--- src/rtl/md5_cmd_pkg.sv ---
// md5_cmd_pkg
// Shared definitions for the MD5 brute-forcer command sequencer: the command
// word constants, the program length, the FSM state type, the word-strobe
// phase type and two small helpers (program word lookup, saturating increment).
package md5_cmd_pkg;

  localparam logic [31:0] ResetGenerator = 32'h5230_0000;
  localparam logic [31:0] StartGenerator = 32'h5230_0001;
  localparam logic [31:0] SetExpectedA   = 32'h5230_1000;
  localparam logic [31:0] SetExpectedB   = 32'h5230_1001;
  localparam logic [31:0] SetExpectedC   = 32'h5230_1002;
  localparam logic [31:0] SetExpectedD   = 32'h5230_1003;
  localparam logic [31:0] SetRange       = 32'h5230_2000;
  localparam logic [31:0] GetCountLow    = 32'h5230_3000;
  localparam logic [31:0] GetCountHigh   = 32'h5230_3001;

  localparam int unsigned ProgLen = 12;

  typedef enum logic [2:0] {
    IDLE,
    STROBE_HI,
    STROBE_LO,
    WAIT_RESP,
    FINISH
  } seq_state_e;

  typedef enum logic [1:0] {
    PH_IDLE,
    PH_HI,
    PH_LO
  } strobe_phase_e;

  // Word idx of the programming sequence, built from the snapshotted target.
  function automatic logic [31:0] program_word(input logic [31:0]  idx,
                                               input logic [127:0] hash,
                                               input logic [7:0]   rmin,
                                               input logic [7:0]   rmax);
    logic [31:0] w;
    case (idx)
      32'd0:   w = ResetGenerator;
      32'd1:   w = SetExpectedA;
      32'd2:   w = hash[127:96];
      32'd3:   w = SetExpectedB;
      32'd4:   w = hash[95:64];
      32'd5:   w = SetExpectedC;
      32'd6:   w = hash[63:32];
      32'd7:   w = SetExpectedD;
      32'd8:   w = hash[31:0];
      32'd9:   w = SetRange;
      32'd10:  w = {16'h0000, rmax, rmin};
      32'd11:  w = StartGenerator;
      default: w = 32'h0000_0000;
    endcase
    return w;
  endfunction

  function automatic logic [31:0] sat_inc32(input logic [31:0] v);
    return (v == 32'hFFFF_FFFF) ? v : v + 32'd1;
  endfunction

endpackage

--- src/rtl/md5_cmd_sequencer_if.sv ---
// md5_cmd_sequencer_if
// Groups the request side (start/poll with the target and range), the
// brute-forcer side (cmd_data/cmd_strobe out, resp_data/matched in) and the
// status outputs of the sequencer.
//   slave  : view of the sequencer itself
//   master : view of whoever drives requests and models the brute-forcer
interface md5_cmd_sequencer_if;
  logic         start;
  logic [127:0] target_hash;
  logic [7:0]   range_min;
  logic [7:0]   range_max;
  logic         poll;
  logic [31:0]  resp_data;
  logic         matched;
  logic [31:0]  cmd_data;
  logic         cmd_strobe;
  logic         busy;
  logic         done;
  logic [63:0]  count;
  logic         count_valid;
  logic         match_seen;

  modport slave (
    input  start, target_hash, range_min, range_max, poll, resp_data, matched,
    output cmd_data, cmd_strobe, busy, done, count, count_valid, match_seen
  );

  modport master (
    output start, target_hash, range_min, range_max, poll, resp_data, matched,
    input  cmd_data, cmd_strobe, busy, done, count, count_valid, match_seen
  );
endinterface

--- src/rtl/md5_word_strobe.sv ---
// md5_word_strobe
// Timing for one command word: after a load pulse the strobe is high for
// STROBE_CYCLES cycles, then low for GAP_CYCLES cycles.
//   clk, reset : clock, synchronous active-low reset
//   load       : start a word at the next edge (restarts any word in flight)
//   strobe     : registered word-valid strobe
//   in_gap     : high during the low (gap) phase
//   word_done  : high in the last gap cycle, so a load issued in response
//                raises the next strobe with no dead cycle
module md5_word_strobe
  import md5_cmd_pkg::*;
#(
  parameter int unsigned STROBE_CYCLES = 2,
  parameter int unsigned GAP_CYCLES    = 2
) (
  input  logic clk,
  input  logic reset,
  input  logic load,
  output logic strobe,
  output logic in_gap,
  output logic word_done
);

  strobe_phase_e phase_q, phase_d;
  logic [31:0]   cnt_q, cnt_d;
  logic          strobe_q, strobe_d;

  assign word_done = (phase_q == PH_LO) && (cnt_q == 32'(GAP_CYCLES - 1));
  assign in_gap    = (phase_q == PH_LO);
  assign strobe    = strobe_q;

  always_comb begin
    // NOTE: every _d signal gets a default first, so no path leaves it unassigned and no latch is inferred.
    phase_d  = phase_q;
    cnt_d    = cnt_q;
    strobe_d = strobe_q;
    if (load) begin
      phase_d  = PH_HI;
      cnt_d    = '0;
      strobe_d = 1'b1;
    end else begin
      case (phase_q)
        PH_HI: begin
          if (cnt_q == 32'(STROBE_CYCLES - 1)) begin
            phase_d  = PH_LO;
            cnt_d    = '0;
            strobe_d = 1'b0;
          end else begin
            cnt_d = sat_inc32(cnt_q);
          end
        end
        PH_LO: begin
          if (word_done) begin
            phase_d = PH_IDLE;
            cnt_d   = '0;
          end else begin
            cnt_d = sat_inc32(cnt_q);
          end
        end
        default: begin
          phase_d = PH_IDLE;
        end
      endcase
    end
  end

  always_ff @(posedge clk) begin
    // NOTE: state is updated with non-blocking assignments; the reset is synchronous, so it only acts at a clock edge.
    if (!reset) begin
      phase_q  <= PH_IDLE;
      cnt_q    <= '0;
      strobe_q <= 1'b0;
    end else begin
      phase_q  <= phase_d;
      cnt_q    <= cnt_d;
      strobe_q <= strobe_d;
    end
  end

endmodule

--- src/rtl/md5_cmd_sequencer.sv ---
// md5_cmd_sequencer
// Drives the MD5 brute-forcer command port. A start request snapshots the
// target digest and character range and sends the 12-word programming
// sequence, pulsing done at the end. With MD5_CMD_POLL_EN defined, a poll
// request reads the 64-bit candidate count as two 32-bit responses and
// publishes both halves together with a count_valid pulse.
//   clk, reset : clock, synchronous active-low reset
//   bus        : md5_cmd_sequencer_if.slave (requests, command port, status)
// Optional feature macro: MD5_CMD_POLL_EN (count polling).
module md5_cmd_sequencer
  import md5_cmd_pkg::*;
#(
  parameter int unsigned STROBE_CYCLES = 2,
  parameter int unsigned GAP_CYCLES    = 2
`ifdef MD5_CMD_POLL_EN
  ,
  parameter int unsigned RESP_WAIT     = 4
`endif
) (
  input logic                clk,
  input logic                reset,
  md5_cmd_sequencer_if.slave bus
);

  seq_state_e   state_q, state_d;
  logic         busy_q, busy_d;
  logic         done_q, done_d;
  logic         launch_q, launch_d;
  logic         poll_mode_q, poll_mode_d;
  logic         match_seen_q, match_seen_d;
  logic [31:0]  cmd_data_q, cmd_data_d;
  logic [31:0]  word_cnt_q, word_cnt_d;
  logic [127:0] hash_q, hash_d;
  logic [7:0]   rmin_q, rmin_d;
  logic [7:0]   rmax_q, rmax_d;

  logic         poll_req, wait_done, load;
  logic         ws_strobe, ws_in_gap, ws_word_done;
  logic [31:0]  next_word;

`ifdef MD5_CMD_POLL_EN
  logic [31:0]  wait_cnt_q, wait_cnt_d;
  logic [31:0]  count_lo_q, count_lo_d;
  logic [63:0]  count_q, count_d;
  logic         count_valid_q, count_valid_d;

  assign poll_req  = bus.poll;
  assign wait_done = (state_q == WAIT_RESP) && (wait_cnt_q == 32'(RESP_WAIT - 1));
`else
  logic         unused_poll_inputs;

  assign unused_poll_inputs = ^{bus.poll, bus.resp_data};
  assign poll_req  = 1'b0;
  assign wait_done = 1'b0;
`endif

  // A word is loaded one cycle after acceptance, back-to-back after each
  // program word's gap, and after the first poll response has been sampled.
  assign load = launch_q
              | ((state_q == STROBE_LO) && ws_word_done && !poll_mode_q &&
                 (word_cnt_q < 32'(ProgLen)))
              | (wait_done && (word_cnt_q == 32'd1));

  assign next_word = poll_mode_q ? ((word_cnt_q == 32'd0) ? GetCountLow : GetCountHigh)
                                 : program_word(word_cnt_q, hash_q, rmin_q, rmax_q);

  md5_word_strobe #(
    .STROBE_CYCLES (STROBE_CYCLES),
    .GAP_CYCLES    (GAP_CYCLES)
  ) u_word_strobe (
    .clk       (clk),
    .reset     (reset),
    .load      (load),
    .strobe    (ws_strobe),
    .in_gap    (ws_in_gap),
    .word_done (ws_word_done)
  );

  always_comb begin
    state_d      = state_q;
    busy_d       = busy_q;
    done_d       = 1'b0;
    launch_d     = 1'b0;
    poll_mode_d  = poll_mode_q;
    match_seen_d = match_seen_q;
    cmd_data_d   = cmd_data_q;
    word_cnt_d   = word_cnt_q;
    hash_d       = hash_q;
    rmin_d       = rmin_q;
    rmax_d       = rmax_q;
`ifdef MD5_CMD_POLL_EN
    wait_cnt_d    = wait_cnt_q;
    count_lo_d    = count_lo_q;
    count_d       = count_q;
    count_valid_d = 1'b0;
`endif

    case (state_q)
      // FINISH is the one-cycle tail after busy falls; it accepts requests
      // exactly like IDLE so a back-to-back request is not lost.
      IDLE, FINISH: begin
        state_d = IDLE;
        if (bus.start) begin
          state_d      = STROBE_HI;
          busy_d       = 1'b1;
          launch_d     = 1'b1;
          poll_mode_d  = 1'b0;
          word_cnt_d   = '0;
          hash_d       = bus.target_hash;
          rmin_d       = bus.range_min;
          rmax_d       = bus.range_max;
          match_seen_d = 1'b0;
        end else if (poll_req) begin
          state_d     = STROBE_HI;
          busy_d      = 1'b1;
          launch_d    = 1'b1;
          poll_mode_d = 1'b1;
          word_cnt_d  = '0;
        end
      end
      STROBE_HI: begin
        if (ws_in_gap) state_d = STROBE_LO;
      end
      STROBE_LO: begin
        if (ws_word_done) begin
          if (poll_mode_q) begin
            state_d = WAIT_RESP;
`ifdef MD5_CMD_POLL_EN
            wait_cnt_d = '0;
`endif
          end else if (load) begin
            state_d = STROBE_HI;
          end else begin
            state_d = FINISH;
            busy_d  = 1'b0;
            done_d  = 1'b1;
          end
        end
      end
      WAIT_RESP: begin
`ifdef MD5_CMD_POLL_EN
        if (wait_done) begin
          if (word_cnt_q == 32'd1) begin
            count_lo_d = bus.resp_data;
            state_d    = STROBE_HI;
          end else begin
            count_d       = {bus.resp_data, count_lo_q};
            count_valid_d = 1'b1;
            busy_d        = 1'b0;
            state_d       = FINISH;
          end
        end else begin
          wait_cnt_d = sat_inc32(wait_cnt_q);
        end
`else
        state_d = IDLE;
`endif
      end
      default: state_d = IDLE;
    endcase

    // A match in the acceptance cycle still counts as seen.
    if (bus.matched) match_seen_d = 1'b1;

    if (load) begin
      cmd_data_d = next_word;
      word_cnt_d = sat_inc32(word_cnt_q);
    end
  end

  always_ff @(posedge clk) begin
    if (!reset) begin
      state_q      <= IDLE;
      busy_q       <= 1'b0;
      done_q       <= 1'b0;
      launch_q     <= 1'b0;
      poll_mode_q  <= 1'b0;
      match_seen_q <= 1'b0;
      cmd_data_q   <= '0;
      word_cnt_q   <= '0;
      hash_q       <= '0;
      rmin_q       <= '0;
      rmax_q       <= '0;
`ifdef MD5_CMD_POLL_EN
      wait_cnt_q    <= '0;
      count_lo_q    <= '0;
      count_q       <= '0;
      count_valid_q <= 1'b0;
`endif
    end else begin
      state_q      <= state_d;
      busy_q       <= busy_d;
      done_q       <= done_d;
      launch_q     <= launch_d;
      poll_mode_q  <= poll_mode_d;
      match_seen_q <= match_seen_d;
      cmd_data_q   <= cmd_data_d;
      word_cnt_q   <= word_cnt_d;
      hash_q       <= hash_d;
      rmin_q       <= rmin_d;
      rmax_q       <= rmax_d;
`ifdef MD5_CMD_POLL_EN
      wait_cnt_q    <= wait_cnt_d;
      count_lo_q    <= count_lo_d;
      count_q       <= count_d;
      count_valid_q <= count_valid_d;
`endif
    end
  end

  assign bus.cmd_data   = cmd_data_q;
  assign bus.cmd_strobe = ws_strobe;
  assign bus.busy       = busy_q;
  assign bus.done       = done_q;
  assign bus.match_seen = match_seen_q;
`ifdef MD5_CMD_POLL_EN
  assign bus.count       = count_q;
  assign bus.count_valid = count_valid_q;
`else
  assign bus.count       = 64'd0;
  assign bus.count_valid = 1'b0;
`endif

endmodule

--- src/flat_wrapper.sv ---
// flat-port wrapper written by rule: the top's interface ports become plain ports
module md5_cmd_sequencer_flat import md5_cmd_pkg::*;
#(
  parameter int unsigned STROBE_CYCLES = 2,
  parameter int unsigned GAP_CYCLES    = 2

)
  (clk, reset, bus_start, bus_target_hash, bus_range_min, bus_range_max, bus_poll, bus_resp_data, bus_matched, bus_cmd_data, bus_cmd_strobe, bus_busy, bus_done, bus_count, bus_count_valid, bus_match_seen);
  md5_cmd_sequencer_if bus_i ();
  input logic clk;
  input logic reset;
  input wire logic [$bits(bus_i.start)-1:0] bus_start;
  input wire logic [$bits(bus_i.target_hash)-1:0] bus_target_hash;
  input wire logic [$bits(bus_i.range_min)-1:0] bus_range_min;
  input wire logic [$bits(bus_i.range_max)-1:0] bus_range_max;
  input wire logic [$bits(bus_i.poll)-1:0] bus_poll;
  input wire logic [$bits(bus_i.resp_data)-1:0] bus_resp_data;
  input wire logic [$bits(bus_i.matched)-1:0] bus_matched;
  output wire logic [$bits(bus_i.cmd_data)-1:0] bus_cmd_data;
  output wire logic [$bits(bus_i.cmd_strobe)-1:0] bus_cmd_strobe;
  output wire logic [$bits(bus_i.busy)-1:0] bus_busy;
  output wire logic [$bits(bus_i.done)-1:0] bus_done;
  output wire logic [$bits(bus_i.count)-1:0] bus_count;
  output wire logic [$bits(bus_i.count_valid)-1:0] bus_count_valid;
  output wire logic [$bits(bus_i.match_seen)-1:0] bus_match_seen;
  assign bus_i.start = bus_start;
  assign bus_i.target_hash = bus_target_hash;
  assign bus_i.range_min = bus_range_min;
  assign bus_i.range_max = bus_range_max;
  assign bus_i.poll = bus_poll;
  assign bus_i.resp_data = bus_resp_data;
  assign bus_i.matched = bus_matched;
  assign bus_cmd_data = bus_i.cmd_data;
  assign bus_cmd_strobe = bus_i.cmd_strobe;
  assign bus_busy = bus_i.busy;
  assign bus_done = bus_i.done;
  assign bus_count = bus_i.count;
  assign bus_count_valid = bus_i.count_valid;
  assign bus_match_seen = bus_i.match_seen;
  md5_cmd_sequencer #(.STROBE_CYCLES(STROBE_CYCLES), .GAP_CYCLES(GAP_CYCLES)) u_core (.clk(clk), .reset(reset), .bus(bus_i));
endmodule
--- config.mk ---
export PLATFORM = sky130hd
export DESIGN_NAME = md5_cmd_sequencer_flat
export DESIGN_NICKNAME = d
export VERILOG_FILES = /design/src/rtl/md5_cmd_pkg.sv /design/src/rtl/md5_cmd_sequencer_if.sv /design/src/rtl/md5_word_strobe.sv /design/src/rtl/md5_cmd_sequencer.sv /design/src/flat_wrapper.sv
export SDC_FILE = /design/constraint.sdc
export NUM_CORES = 1
export LEC_CHECK = 0
export CAP_MARGIN = 20
export CORE_MARGIN = 4
export CORE_UTILIZATION = 45
export DETAILED_ROUTE_END_ITERATION = 7
export PLACE_DENSITY = 0.87
export SYNTH_ARGS = -nofsm -noshare
export SYNTH_HDL_FRONTEND = slang
export SYNTH_HIERARCHICAL = 1
export SYNTH_SLANG_ARGS = --single-unit
--- constraint.sdc ---
create_clock -name clk -period 3.9 [get_ports clk]
set_clock_uncertainty 0.15 [all_clocks]
set_input_delay 0.585 -clock clk [delete_from_list [all_inputs] [get_ports clk]]
set_output_delay 0.585 -clock clk [all_outputs]
set_load 0.05 [all_outputs]
==> results of run 1 <==
-- per-layer routing --
metal  vias to the layer above  global-route usage  share of wire  wire, um
li1                       5235                   -              -         -
met1                      5100               0.270           0.39     13000
met2                       517               0.377           0.49     16000
met3                        69              0.0575          0.098      3220
met4                         2              0.0607          0.022       719
met5                         -                   0        0.00033        11
-- final timing paths --
path              slack (ns)                           start                     to
setup / recovery        0.16  u_core/u_word_strobe/cnt_q[31]  u_core/word_cnt_q[23]
hold / removal          0.30               u_core/hash_q[51]      u_core/hash_q[51]
setup reg to reg        0.16  u_core/u_word_strobe/cnt_q[31]  u_core/word_cnt_q[23]
hold reg to reg         0.30               u_core/hash_q[51]      u_core/hash_q[51]
-- kinds of logic (layout without fill, tap and decap cells) --
group / count (synthesis) / count (layout) / synth area share
AOI/OAI and AO/OA: 375 / 375 / 0.197
xor gates and xnor gates: 5 / 5 / 0.00380
adders and majority gates: 8 / 8 / 0.00869
buffers and inverters: 184 / 273 / 0.0861
DFF: 250 / 250 / 0.434
muxes: 37 / 37 / 0.0333
other: 1 / 65 / 0.000325
and+or+nand+nor: 576 / 576 / 0.236
-- Yosys cell counts, drive strengths merged (3+ instances only) --
cell / number
mux2i: 26
mux2: 11
a21oi: 206
dfxtp: 250
a31oi: 7
or2: 9
and2: 7
and3: 5
nor2: 32
nor3: 11
o2bb2ai: 12
nand4: 23
a222oi: 12
nor4: 20
clkbuf: 79
inv: 22
or4: 25
o211ai: 4
o41ai: 3
or3: 27
buf: 82
o21ai: 62
nand3: 28
ha: 8
xnor2: 5
o31ai: 22
nand2: 358
a221oi: 18
and4: 13
nand2b: 8
-- worst max-delay path, delay by kind of cell (launching register included) --
family | cells | cell delay (ns)
DFF | 1 | 0.33
and+or+nand+nor | 7 | 2.12
buffers and inverters | 1 | 0.24
AOI/OAI and AO/OA | 3 | 0.84
-- report_power, final --
part,switching (W),total [W],internal (W)
logic,0.000458,0.000707,0.000249
clock network,0.000973,0.00236,0.00139
registers,0.0000587,0.00272,0.00266
total,0.00149,0.00579,0.00430
-- flip-flops by register name, indices dropped and copies added (netlist names) --
name                          count
u_core/hash_q                   128
u_core/bus.cmd_data              32
u_core/u_word_strobe/cnt_q       32
u_core/word_cnt_q                32
u_core/rmax_q                     8
u_core/rmin_q                     8
u_core/state_q                    3
u_core/u_word_strobe/phase_q      2
u_core/bus.busy                   1
u_core/bus.done                   1
u_core/bus.match_seen             1
u_core/launch_q                   1
u_core/u_word_strobe/strobe       1
-- layout make-up --
cell class	instances	area, um^2
Fill cell	2188	11000
Multi-Input combinational cell	1066	5800
Sequential cell	250	5010
Timing Repair Buffer	210	2060
Clock buffer	34	709
Tap cell	330	413
Inverter	23	101
Clock inverter	6	82.6
-- through the flow --
stage	power (W)	util	std cells	setup WS (ns)	hold slack, ns
2_1_floorplan	0.00325	-	1500	0.278	0.282
3_3_place_gp	0.00345	0.531	1879	0.230	0.284
3_5_place_dp	0.00347	0.531	1879	0.133	0.291
4_1_cts	0.00580	0.563	1919	0.110	0.305
5_1_grt	0.00599	0.563	1919	0.00000400	0.322
6_report	0.00579	0.563	1919	0.157	0.304
==> reports/metrics.cfg, run 1 <==
[hold_path]
hp-class = flip-flop to flip-flop
hold_path_depth = 2

[clock_network]
cts-root-buf = clkbuf_16
cts_resized = 0
cts_hold_buf = 0
insertion_delay_ns = 0.53
cts-buffers-inserted = 25
postCtsSetupRepairBufs = 0
clkSinkCount = 250
cts_tree = built
cts_max_path_buffers = 3
path_clk_slew_ns = 0.06
htree_levels = 1

[timing]
period_needed_ns = 3.74
drv_slew = 0
setup_tns_ns = 0
setup_viol = 0
fmax_mhz = 267
rsz0062_at_grt = false
worstMarginPinSlew_ns = 1.08
hold_violations = 0
slew_headroom = 0.280
final.period_utilization = 0.960

[floorplan]
coreArea_um2 = 25200
die_x_um = 168
fp.dieH_um = 168
dieArea_um2 = 28200
std_cell_rows = 58
start_util = 0.458
pin_count = 282

[drt]
postRouteAntennaNets = 0
drt_iter0_drc = 1014
avgViaCountPerCell = 5.69
drt_first_pass_iters = 6
via_count = 10900
routed_wl_um = 32900
post-route-drc-count = 0
avgRoutedWirePerCell_um = 17.1

[cells_and_area]
antennaDiodeCount = 0
layout-drive-gt1-share = 0.0617
areaGrowthSynthToFinish_pct = 23.0
layout_common_cells = nand2_1, dfxtp_1, a21oi_1
fin_nets = 1765
fin_area_um2 = 14200
layout.cells.most_common = nand2_1

[critical_path]
reg2regPathDepth = 11
path_cells = or4_1 -> nor4_1 -> nand4_2 -> nor2_1 -> or4bb_1 -> nand2b_1 -> o31a_2 -> buf_4 -> a211o_1 -> or3_1 -> a21oi_1
path_class = flip-flop to flip-flop
cp-end-kind = flip-flop
crit_fanout = 15
cp.arrival_ns = 4.04
cp-start-kind = flip-flop
crit_slowest_cell = or4bb_1
crit_path_max_incr_delay_ns = 0.53
worstPathRequired_ns = 4.20

[global_routing]
grt_max_degree = 131
grt_overflow = 0
grt_pass1_vias = 10300
grt_pass1_wl_um = 51900
grt_use_total = 0.218
antenna_found_initial = 1

[logic_synthesis]
ys_warn_count = 6
synth.distinct_cells = 77
synth.area.top_cells = dfxtp_1, nand2_1, a21oi_1
synth_top_area_frac = 0.434
avgSynthCellArea_um2 = 8.02
yosysTopAreaCell = dfxtp_1
ys_seq_area_frac = 0.434
ys_ff_latch = 250
syn-instance-count = 1436
ys_async_sr_fraction = 0
synth_edf_count = 0
synthesis.area_um2 = 11500
synthFlopType = dfxtp_1

[placement]
dp_hpwl_um = 22600
port_buffers = 183
place_area_um2 = 13400
gp_congestion = 0.904

[pwr]
p_leak_nw = 4.89
peakVddDrop_v = 0.000273
p_per_area_nw_per_um2 = 408

[run_status]
status = finished clean

[flow_run]
drv_cap = 0

No activity file was read; power rests on OpenSTA's default activity.
==> inputs of run 2 (changes only) <==
Settings changed: SETUP_SLACK_MARGIN set to 0.4, SLEW_MARGIN set to 20.
==> run 2 against run 1 <==
Effect of this change: the flow now finishes with violations (DRC); clock-buffer cell count up 1; global-route usage up 0.30 points; total power up 5.3%; first-iteration DRC count up 2.2%; fmax up 4.6%; critical path depth up 2; clock power up 11%; routed wire length up 5.0%; sequential cell count unchanged; via count up 3.5%; non-clock buffer count up 12; critical path type unchanged; largest power group unchanged.
==> reports/metrics.cfg, run 2 (same netlist as run 1, synthesis figures left out) <==
[run_status]
status = complete, but fails checks
violations = DRC

[critical_path]
crit_path_max_incr_delay_ns = 0.55
path_class = flip-flop to flip-flop
cp-start-kind = flip-flop
crit_slowest_cell = or4_4
timing.rr.end = u_core/word_cnt_q[25]
cp-end-kind = flip-flop
path_cells = or4_4 -> nor4_4 -> nand4_4 -> nor2_4 -> or4bb_4 -> nand2b_4 -> o31a_4 -> buf_12 -> nor3b_4 -> buf_6 -> buf_4 -> or3_1 -> a21oi_1
r2r_slack_ns = 0.32
r2r-start = u_core/u_word_strobe/cnt_q[31]
reg2regPathDepth = 13
crit_fanout = 7
cp.arrival_ns = 3.83
crit_family = simple AND/OR/NAND/NOR gates
path_buf_inv = 3
worstPathRequired_ns = 4.15

[placement]
dp_hpwl_um = 22000
gp_congestion = 0.879
port_buffers = 183
place_area_um2 = 13300
placed_cells = 1875

[pwr]
p_per_area_nw_per_um2 = 416
comb_power_share = 0.122
p_int_w = 0.00451
seq_power_share = 0.446
swShare = 0.260
p_switching_w = 0.00159
clockPowerShare = 0.432
p_leak_nw = 5.10
peakVddDrop_v = 0.000328

[cells_and_area]
fin_nets = 1785
largest_reg_flops = 128
regMostFlops = u_core/hash_q
areaGrowthSynthToFinish_pct = 27.3
regArea_um2 = 5010
multi_input_area_um2 = 6030
fin_util = 0.582
layout.cells.most_common = nand2_1
stdcell_count = 1946
antennaDiodeCount = 0
layout_common_cells = nand2_1, dfxtp_1, a21oi_1
fillers = 2110
layout-drive-gt1-share = 0.0928
fin_area_um2 = 14700

[floorplan]
dieArea_um2 = 28200
die_x_um = 168
start_util = 0.458
coreArea_um2 = 25200
pin_count = 282
fp.dieH_um = 168
std_cell_rows = 58

[timing]
setup_viol = 0
drv_slew = 0
setup_tns_ns = 0
period_needed_ns = 3.58
worstMarginPinSlew_ns = 0.907
rsz0062_at_grt = true
slew_headroom = 0.389
fmax_mhz = 279
final.period_utilization = 0.918
holdWs_ns = 0.303
hold_violations = 0

[drt]
via_count = 11300
postRouteAntennaNets = 0
avgRoutedWirePerCell_um = 17.7
avgViaCountPerCell = 5.81
post-route-drc-count = 1
routed_wl_um = 34500
drt_first_pass_iters = 7
drt_iter0_drc = 1036

[clock_network]
clkSinkCount = 250
cts_hold_buf = 0
cts-root-buf = clkbuf_16
cts_tree = built
cts-buffers-inserted = 27
htree_levels = 1
insertion_delay_ns = 0.53
cts_max_path_buffers = 3
path_clk_slew_ns = 0.06

[hold_path]
hold_path_depth = 2
hold_end = u_core/hash_q[112]
min_from = u_core/hash_q[112]
hp-class = flip-flop to flip-flop

[global_routing]
grt_pass1_wl_um = 52800
grt_max_degree = 121
grt_overflow = 0
grt_pass1_vias = 10400
grt_use_total = 0.221
antenna_found_initial = 1

[flow_run]
drv_cap = 0

==> run 2: cell count changes in the layout (fill, tap and decap cells not counted), sizes merged, moves of 3 or more <==
cell | previous run | this run
o21ai | 62 | 65
buf | 27 | 39
clkinv | 4 | 8
clkinvlp | 1 | 4
==> run 2: routing by layer <==
layer / up-vias / part of all wire / wire, um / global-route usage
met5: - / 0.00020 / 7 / 0
met4: 2 / 0.032 / 1110 / 0.0642
met3: 104 / 0.090 / 3120 / 0.0394
met2: 587 / 0.47 / 16200 / 0.374
met1: 5337 / 0.41 / 14000 / 0.292
li1: 5274 / - / - / -
==> run 2: worst max-delay path by stage <==
stage,start,to,slack (ns),depth (start not counted)
6_report,u_core/u_word_strobe/cnt_q[31],u_core/word_cnt_q[25],0.32,13
5_1_grt,u_core/u_word_strobe/cnt_q[31],u_core/word_cnt_q[13],0.20,13
4_1_cts,u_core/u_word_strobe/cnt_q[25],u_core/word_cnt_q[23],0.29,11
3_5_place_dp,u_core/u_word_strobe/cnt_q[25],u_core/word_cnt_q[10],0.16,12
3_3_place_gp,u_core/u_word_strobe/cnt_q[25],u_core/word_cnt_q[23],0.27,11
2_1_floorplan,u_core/u_word_strobe/cnt_q[25],u_core/word_cnt_q[3],0.43,13
==> run 2: area by class of cell <==
type | instances | share of cell area
multi-input cells | 1071 | 0.411
flip-flops and latches | 250 | 0.342
repair buffers | 222 | 0.148
clock buffers | 35 | 0.0522
well taps | 330 | 0.0281
clock inverters | 14 | 0.0110
inverters | 23 | 0.00691
repair inverters | 1 | 0.000597
==> run 2: worst reg2reg max path: cells and delay by family (launching register included) <==
family	cells	cell delay [ns]
AOI/OAI and AO/OA	2	0.42
buffers and inverters	3	0.46
DFF	1	0.32
and+or+nand+nor	8	2.10
==> run 2: timing repair <==
| item | in CTS | in global routing |
|---|---|---|
| gates resized for setup | 27 | 32 |
| setup buffers | 6 | 6 |
| gates cloned | 5 | 5 |
| endpoints found under the setup margin | 78 | 87 |
| pin swaps | 16 | 20 |
==> run 2: stage by stage <==
| step | total power [W] | setup slack [ns] |
|---|---|---|
| floorplan | 0.00325 | 0.433 |
| global placement | 0.00345 | 0.267 |
| detailed placement | 0.00347 | 0.160 |
| CTS | 0.00611 | 0.294 |
| global route | 0.00631 | 0.204 |
| finish | 0.00610 | 0.321 |
==> run 2: power groups by stage <==
stage | registers, W | clock network (W) | logic (W)
after floorplan | 0.00278 | 0 | 0.000472
after global placement | 0.00277 | 0 | 0.000685
after detailed placement | 0.00277 | 0 | 0.000695
after CTS | 0.00272 | 0.00266 | 0.000725
after global routing | 0.00273 | 0.00278 | 0.000796
final | 0.00272 | 0.00263 | 0.000745
